## config.mk

```make
export PLATFORM = sky130hd
export DESIGN_NAME = sdm_dwa
export DESIGN_NICKNAME = d
export VERILOG_FILES = /design/src/rtl/sdm_dwa_pkg.sv /design/src/rtl/sdm_dwa_rotate.sv /design/src/rtl/sdm_dwa.sv
export SDC_FILE = /design/constraint.sdc
export NUM_CORES = 1
export LEC_CHECK = 0
export ABC_AREA = 1
export BUFFER_PORTS_ARGS = -buffer_cell sky130_fd_sc_hd__buf_2
export CORE_UTILIZATION = 55
export DETAILED_ROUTE_END_ITERATION = 16
export PLACE_DENSITY = 0.78
export REMOVE_ABC_BUFFERS = 1
export SLEW_MARGIN = 20
export SYNTH_ARGS = -nofsm -noshare
export SYNTH_HDL_FRONTEND = slang
export SYNTH_SLANG_ARGS = --single-unit
```

## constraint.sdc

```tcl
create_clock -name clk -period 7.1 [get_ports clk]
set_clock_uncertainty 0.05 [all_clocks]
set_input_delay 1.065 -clock clk [delete_from_list [all_inputs] [get_ports clk]]
set_output_delay 1.065 -clock clk [all_outputs]
set_load 0.005 [all_outputs]
```

## src/rtl/sdm_dwa_pkg.sv

```systemverilog
// Shared constants for the sigma-delta DAC element-matching encoder.
package sdm_pkg;

    localparam int unsigned NB = 4;
    localparam int unsigned NE = 2 ** NB;
    localparam int unsigned PW = NB;

    localparam logic [1:0] MODE_THERM = 2'b00;
    localparam logic [1:0] MODE_DWA   = 2'b01;
    localparam logic [1:0] MODE_BIDWA = 2'b10;

    localparam logic DIR_FWD = 1'b0;
    localparam logic DIR_BWD = 1'b1;

    // Maps the signed code -2**(NB-1)..2**(NB-1)-1 onto an element count 0..NE-1.
    localparam logic [NB:0] OFFSET = (NB + 1)'(2 ** (NB - 1));

endpackage

```

## src/rtl/sdm_dwa_rotate.sv

```systemverilog
// Combinational thermometer-mask generator and barrel rotator for DWA element selection.
module dwa_rotate #(
    parameter int unsigned NE = 16,
    parameter int unsigned PW = 4
) (
    input  logic [PW:0]   k,
    input  logic [PW-1:0] ptr,
    input  logic          dir,
    output logic [NE-1:0] vec
);

    logic [NE-1:0]   mask;
    logic [PW-1:0]   sh;
    logic [2*NE-1:0] dbl;

    // Backward selection ptr-1..ptr-k is the same mask rotated to start at ptr-k.
    always_comb begin
        mask = '0;
        for (int unsigned i = 0; i < NE; i++) begin
            mask[i] = ((PW + 1)'(i) < k);
        end
        sh  = dir ? (ptr - k[PW-1:0]) : ptr;
        dbl = {mask, mask} << sh;
        vec = dbl[2*NE-1:NE];
    end

endmodule

```

## src/rtl/sdm_dwa.sv

```systemverilog
// Data-weighted-averaging encoder: signed modulator code to rotated unit-element enables.
module sdm_dwa
    import sdm_pkg::*;
(
    input  logic          clk,
    input  logic          rst,
    input  logic          en,
    input  logic [1:0]    mode,
    input  logic [NB-1:0] din,
    output logic [NE-1:0] dac_en,
    output logic [PW:0]   dac_cnt,
    output logic          dac_vld,
    output logic [PW-1:0] ptr_dbg
);

    logic [NE-1:0] dac_en_q, dac_en_d;
    logic [PW:0]   dac_cnt_q, dac_cnt_d;
    logic          dac_vld_q, dac_vld_d;
    logic [PW-1:0] ptr_q, ptr_d;
    logic          dir_q, dir_d;
    logic [1:0]    mode_q, mode_d;

    logic [1:0]    mode_n;
    logic [PW:0]   k;
    logic [PW-1:0] ptr_e;
    logic          dir_e;
    logic [NE-1:0] vec;

    // Mode 11 is folded onto 01 so toggling between them is not seen as a mode change.
    always_comb begin
        mode_n = (mode == 2'b11) ? MODE_DWA : mode;
        k      = {din[NB-1], din} + OFFSET;
        ptr_e  = ptr_q;
        dir_e  = dir_q;
        if (mode_n != mode_q || mode_n == MODE_THERM) begin
            ptr_e = '0;
            dir_e = DIR_FWD;
        end
    end

    dwa_rotate #(
        .NE (NE),
        .PW (PW)
    ) u_rot (
        .k   (k),
        .ptr (ptr_e),
        .dir (dir_e),
        .vec (vec)
    );

    always_comb begin
        dac_en_d  = dac_en_q;
        dac_cnt_d = dac_cnt_q;
        dac_vld_d = 1'b0;
        ptr_d     = ptr_q;
        dir_d     = dir_q;
        mode_d    = mode_q;
        if (en) begin
            dac_en_d  = vec;
            dac_cnt_d = k;
            dac_vld_d = 1'b1;
            mode_d    = mode_n;
            case (mode_n)
                MODE_THERM: begin
                    ptr_d = '0;
                    dir_d = DIR_FWD;
                end
                MODE_BIDWA: begin
                    ptr_d = (dir_e == DIR_FWD) ? (ptr_e + k[PW-1:0]) : (ptr_e - k[PW-1:0]);
                    dir_d = ~dir_e;
                end
                default: begin
                    ptr_d = ptr_e + k[PW-1:0];
                    dir_d = DIR_FWD;
                end
            endcase
        end
    end

    always_ff @(posedge clk) begin
        if (rst) begin
            dac_en_q  <= '0;
            dac_cnt_q <= '0;
            dac_vld_q <= 1'b0;
            ptr_q     <= '0;
            dir_q     <= DIR_FWD;
            mode_q    <= MODE_THERM;
        end else begin
            dac_en_q  <= dac_en_d;
            dac_cnt_q <= dac_cnt_d;
            dac_vld_q <= dac_vld_d;
            ptr_q     <= ptr_d;
            dir_q     <= dir_d;
            mode_q    <= mode_d;
        end
    end

    assign dac_en  = dac_en_q;
    assign dac_cnt = dac_cnt_q;
    assign dac_vld = dac_vld_q;
    assign ptr_dbg = ptr_q;

endmodule

```

Word level (Yosys, flattened, before mapping)
Cells that the tools add are included.
Widths: inputs -> output; s select.
- output and inout port bits: 26
- bits in registers: 29
- latch bits: 0
- ROM bits: 0
- memory bits (writable): 0
- memories: 0
- bits of input ports: 9
- $add $sub $neg: 3
- magnitude comparators: 16
- divide/modulo/power cells: 0
- multiplexer cells: 8
- $mul: 0
- shift-type cells: 1
- bitwise operators: 1
- eq/ne operators: 3
- reductions and logical operators: 2
- operators with widths (cell ; count):
    $lt 4x5->1 const A ; 8
    $shl 32x4->32 ; 1
    $lt 3x5->1 const A ; 4
    $mux 4 ; 3
    $lt 1x5->1 const A ; 2
    $lt 2x5->1 const A ; 2
    $pmux 4 s2 ; 1
    $add 5x4->5 const B ; 1
    $add 4x4->4 ; 1
    $eq 2x2->1 const B ; 2
    $sub 4x4->4 ; 1
    $mux 1 ; 3
    $logic_not 2->1 ; 1
    $mux 2 ; 1
    $ne 2x2->1 ; 1
    $logic_or 1x1->1 ; 1
    $not 1->1 ; 1

Logic depth before layout (Yosys ltp)
- depth in word-level cells: 8
- gate-level depth with buffers: 20
- depth with buffers taken out: 19

By module
A second synthesis with hierarchy kept.
- cell total of the unflattened synthesis: 412
- area, all modules: 2509.9 sq um
- modules (own cells, without submodules) (module ; sequential area each (sq um) ; times used ; area an instance (sq um) ; cells each):
    sdm_dwa ; 560.5 ; 1 ; 1365.1 ; 189
    dwa_rotate ; 0.0 ; 1 ; 1144.8 ; 223

Least setup slack after synthesis
Ideal clock, no wire load.
- kind: input -> register
- from: input mode[0]
- to: register dac_en_q[8], in the netlist dac_en[8]
- setup time: 0.132 ns
- data required time: 6.918 ns
- path slack: 3.779 ns
- cell stages on the path: 18
- arrival time: 3.139 ns
- buffers on the path: 1
- path through: inv_2 -> nand2_2 -> nand2_8 -> nand2_2 -> nor2_1 -> inv_1 -> ha_1 -> inv_1 -> fa_1 -> inv_1 -> nand4_2 -> nand2_1 -> buf_2 -> nand3_1 -> nand3_1 -> nand3_1 -> nand3_1 -> a21oi_1
- longest elaborated chain between the ends: 8
- RTL lines (what ; RTL line ; RTL):
    start: declaration ; sdm_dwa.sv:8 ; input logic [1:0] mode,
    $eq 2x2->1 ; sdm_dwa.sv:31 ; mode_n = (mode == 2'b11) ? MODE_DWA : mode;
    $mux 2 (*) ; sdm_dwa.sv:31 ;
    $ne 2x2->1 or $logic_not 2->1 (tied branches) ; sdm_dwa.sv:35 ; if (mode_n != mode_q || mode_n == MODE_THERM) begin
    $logic_or 1x1->1 (*) ; sdm_dwa.sv:35 ;
    $mux 4 ; sdm_dwa.sv:35 ;
    $sub 4x4->4 ; sdm_dwa_rotate.sv:22 ; sh = dir ? (ptr - k[PW-1:0]) : ptr;
    $mux 4 (*) ; sdm_dwa_rotate.sv:22 ;
    $shl 32x4->32 (*) ; sdm_dwa_rotate.sv:23 ; dbl = {mask, mask} << sh;
    end signal: assignment ; sdm_dwa.sv:89 ; dac_en_q <= dac_en_d;
    end: declaration ; sdm_dwa.sv:16 ; logic [NE-1:0] dac_en_q, dac_en_d;
Mark *: on every way between the ends. The rest lies on a longest branch, timed or not.
A chain may end at the register's enable or synchronous reset.

Worst setup path in the final report
- from: input mode[0]
- to: register dac_en_q[10], in the netlist dac_en[10]
The elaborated chain is that of the path after synthesis.

==> flow_summary.rst <==
.. list-table::
   :header-rows: 1

   * - Metric
     - Value
   * - Clock-pin slew on the worst setup and hold paths
     - 0.10 ns
   * - Switching share of total power
     - 0.3156
   * - Area after detailed placement
     - 2474 sq um
   * - Max-slew violation total from the final report
     - 0
   * - Endpoint, Worst Hold
     - dac_en[5]
   * - Worst R2R Start
     - mode_q[1]
   * - Max FO, Critical Path
     - 13
   * - Worst Max-Slew Pin Slew
     - 0.7232 ns
   * - Data arrival time of the critical path
     - 3.69 ns
   * - Critical path class
     - in -> reg
   * - Number of global-route vias before repair
     - 2211
   * - Leading cell types in the layout, fill and taps excluded
     - sky130_fd_sc_hd__nand3_1, sky130_fd_sc_hd__nand2_1, sky130_fd_sc_hd__buf_2, sky130_fd_sc_hd__a21oi_1, sky130_fd_sc_hd__dfxtp_1
   * - Clock tree root driver cell
     - sky130_fd_sc_hd__clkbuf_8
   * - Aggregate negative setup slack
     - 0 ns
   * - Initial antenna violation count
     - 0
   * - Die Ht
     - 67.47 um
   * - Final hold violation count
     - 0
   * - Mean instance size in the synthesized netlist
     - 6.476 sq um
   * - Predominant post-synthesis flop cell
     - sky130_fd_sc_hd__dfxtp_1
   * - Unrepaired setup endpoints after global routing
     - no
   * - Number of vias after detailed routing
     - 2503
   * - Register share of total power
     - 0.423
   * - Largest voltage drop on the vdd net
     - 0.1051 mV
   * - Post-CTS Hold Buffers
     - 0
   * - Average detailed-routed wire length per instance
     - 13.55 um
   * - Ratio of cells with drive above 1 in the final layout
     - 0.1759
   * - Relative slew slack
     - 0.5174
   * - Seq/Total Area, Yosys
     - 0.2378
   * - Clock network fraction of design power
     - 0.317
   * - Worst hold-check path type
     - reg -> reg
   * - Starting density of the core
     - 0.5809
   * - Floorplan die width
     - 67.47 um
   * - Final Routed Wirelength
     - 5.841 mm
   * - Antenna Violating Nets Remaining
     - 0
   * - Yosys reg bits
     - 28
   * - Startpoint types
     - input pin
   * - Post-detailed-route DRC marker count
     - 0
   * - Net switching power
     - 0.1296 mW
   * - Pin count of the biggest net entering global routing
     - 30
   * - Combinational fraction of design power
     - 0.260
   * - Clock sinks
     - 28
   * - Global route total overflow
     - 0
   * - H-tree depth
     - 1
   * - Static leakage
     - 1.234 nW
   * - Iteration count of the initial detailed-routing pass
     - 6
   * - Number of I/O pins
     - 35
   * - Wire length of the first global-routing pass
     - 10.19 mm
   * - R2R Setup Slk
     - 4.11 ns
   * - Post-synth cell types
     - 38
   * - Cells resized by post-CTS repair
     - 0
   * - Total Nets Final
     - 400
   * - Async set-or-reset flop fraction in the synthesized netlist
     - 0
   * - Reg-to-Reg End
     - dac_en[10]
   * - Crit. End Element
     - flip-flop
   * - Cell area after technology mapping
     - 2357 sq um
   * - Req. time, crit path
     - 7.27 ns
   * - Internal power consumption
     - 0.2811 mW
   * - Maximum operating frequency
     - 283.9 MHz
   * - Maximum root-to-sink buffer count
     - 2
   * - Warnings, synthesis
     - 0
   * - Setup repair bufs after CTS
     - 0
   * - Final weighted congestion in routability-driven placement
     - 0.9077
   * - Register-to-Register Path Depth
     - 18
   * - Area of the core region
     - 4058 sq um
   * - Run status
     - finished clean
   * - Cts bufs inserted
     - 3
   * - Worst Hold Depth
     - 2
   * - Total GRT Usage
     - 0.2916
   * - Clock insertion delay at the later pin of the skew report
     - 0.29 ns
   * - EDFF count, synth
     - 0
   * - Share of the cycle needed by the critical path after routing
     - 0.4960
   * - Total inserted antenna cells
     - 0
   * - Leading cell type in the layout, fill and taps excluded
     - sky130_fd_sc_hd__nand3_1
   * - Minimum clock period after layout
     - 3.522 ns
   * - Max-cap violations
     - 0
   * - Cells after Synth
     - 364
   * - Die area
     - 4552 sq um
   * - Cell area power density
     - 161.4 nW/um^2
   * - Largest cells by area after synthesis
     - sky130_fd_sc_hd__dfxtp_1, sky130_fd_sc_hd__nand3_1, sky130_fd_sc_hd__nand2_1
   * - Layout Cell Area excl Fill
     - 2545 sq um
   * - Via density per instance
     - 5.807
   * - Number of rows in the core area
     - 23
   * - Area Growth Syn to Fin
     - 7.962%
   * - First DRT Iteration DRCs
     - 221
   * - Yosys top cell area share
     - 0.2378
   * - Number of endpoints failing setup at the final stage
     - 0
   * - CTS tree
     - done
   * - Cell type with the largest total area after synthesis
     - sky130_fd_sc_hd__dfxtp_1
   * - Post-detail-place hpwl
     - 4.353 mm
   * - Hold path start
     - dac_en[5]
   * - Buffers added on ports
     - 33
-- power groups by stage --
| stage | Combinational, mW | Sequential, mW | Clock, mW |
|---|---|---|---|
| 3_3_place_gp | 0.105 | 0.177 | 0 |
| 6_report | 0.107 | 0.174 | 0.130 |
| 3_5_place_dp | 0.106 | 0.177 | 0 |
| 5_1_grt | 0.123 | 0.175 | 0.138 |
| 2_1_floorplan | 0.0710 | 0.178 | 0 |
| 4_1_cts | 0.106 | 0.174 | 0.132 |
-- state kept, by name (all words and copies together) (netlist names) --
signal / flops
dac_en: 16
dac_cnt: 4
ptr_dbg: 4
mode_q: 2
dac_vld: 1
dir_q: 1
-- cells in the mapped netlist, drive strengths merged, types with 4 or more instances --
library cell	instances
nand4	5
ha	7
nor2	16
buf	11
nand2	94
clkbuf	9
nand3	108
inv	31
o21ai	7
a21oi	28
dfxtp	28
o211ai	4
-- per-stage QoR --
stage,power [mW],setup slack (ns),utilization,instances,hold slack [ns]
2_1_floorplan,0.2492,3.800,-,344,0.3980
3_3_place_gp,0.2819,3.412,0.6096,427,0.3986
3_5_place_dp,0.2829,3.319,0.6096,427,0.4017
4_1_cts,0.4127,3.605,0.6272,431,0.4174
5_1_grt,0.4353,3.318,0.6272,431,0.4405
6_report,0.4108,3.578,0.6272,431,0.4146
-- layer usage --
layer | wire, um | up-vias | part of all wire | global-route usage
met5 | 0 | - | 0 | 0
met4 | 94 | 0 | 0.016 | 0.09574
met3 | 340 | 11 | 0.058 | 0.03209
met2 | 2699 | 89 | 0.46 | 0.4790
met1 | 2707 | 1141 | 0.46 | 0.3929
li1 | - | 1262 | - | -
-- layout make-up --
class / instances / area, sq um
tap: 50 / 62.56
clock inverter: 1 / 30.03
clock buffer: 3 / 41.29
multi-input combinational: 285 / 1569
sequential: 28 / 560.5
fill: 413 / 1513
timing repair buffer: 33 / 165.2
inverter: 31 / 116.4
-- cell families after synthesis --
kind of cell | synth area share
xor+xnor | 0.01115
flops | 0.2378
simple gates | 0.4899
fa+ha+maj | 0.05414
buf+inv | 0.09660
compound gates | 0.1088
other cells | 0.001591
-- worst max-delay path: stages --
cell	delay, ns
sky130_fd_sc_hd__buf_2	0.12
sky130_fd_sc_hd__inv_2	0.09
sky130_fd_sc_hd__nand2_2	0.10
sky130_fd_sc_hd__nand2_8	0.12
sky130_fd_sc_hd__nand2_2	0.08
sky130_fd_sc_hd__nor2_1	0.15
sky130_fd_sc_hd__inv_1	0.06
sky130_fd_sc_hd__ha_1	0.17
sky130_fd_sc_hd__inv_1	0.08
sky130_fd_sc_hd__fa_1	0.40
sky130_fd_sc_hd__inv_1	0.08
sky130_fd_sc_hd__nand4_2	0.15
sky130_fd_sc_hd__nand2_1	0.39
sky130_fd_sc_hd__nand3_1	0.14
sky130_fd_sc_hd__nand2_1	0.12
sky130_fd_sc_hd__nand2_1	0.07
sky130_fd_sc_hd__nand3_1	0.08
sky130_fd_sc_hd__nand3_1	0.07
sky130_fd_sc_hd__a21oi_1	0.14
-- worst max-delay path by stage --
stage                        from    endpoint  slack, ns  cells past startpoint
after CTS                 mode[0]   dac_en[6]       3.61                     19
after global placement    mode[0]   dac_en[0]       3.41                     15
after global routing      mode[0]  dac_en[10]       3.32                     16
final                     mode[0]  dac_en[10]       3.58                     19
after floorplan           mode[0]   dac_en[0]       3.80                     17
after detailed placement  mode[0]   dac_en[8]       3.32                     18
No activity file was read; power rests on OpenSTA's default activity.
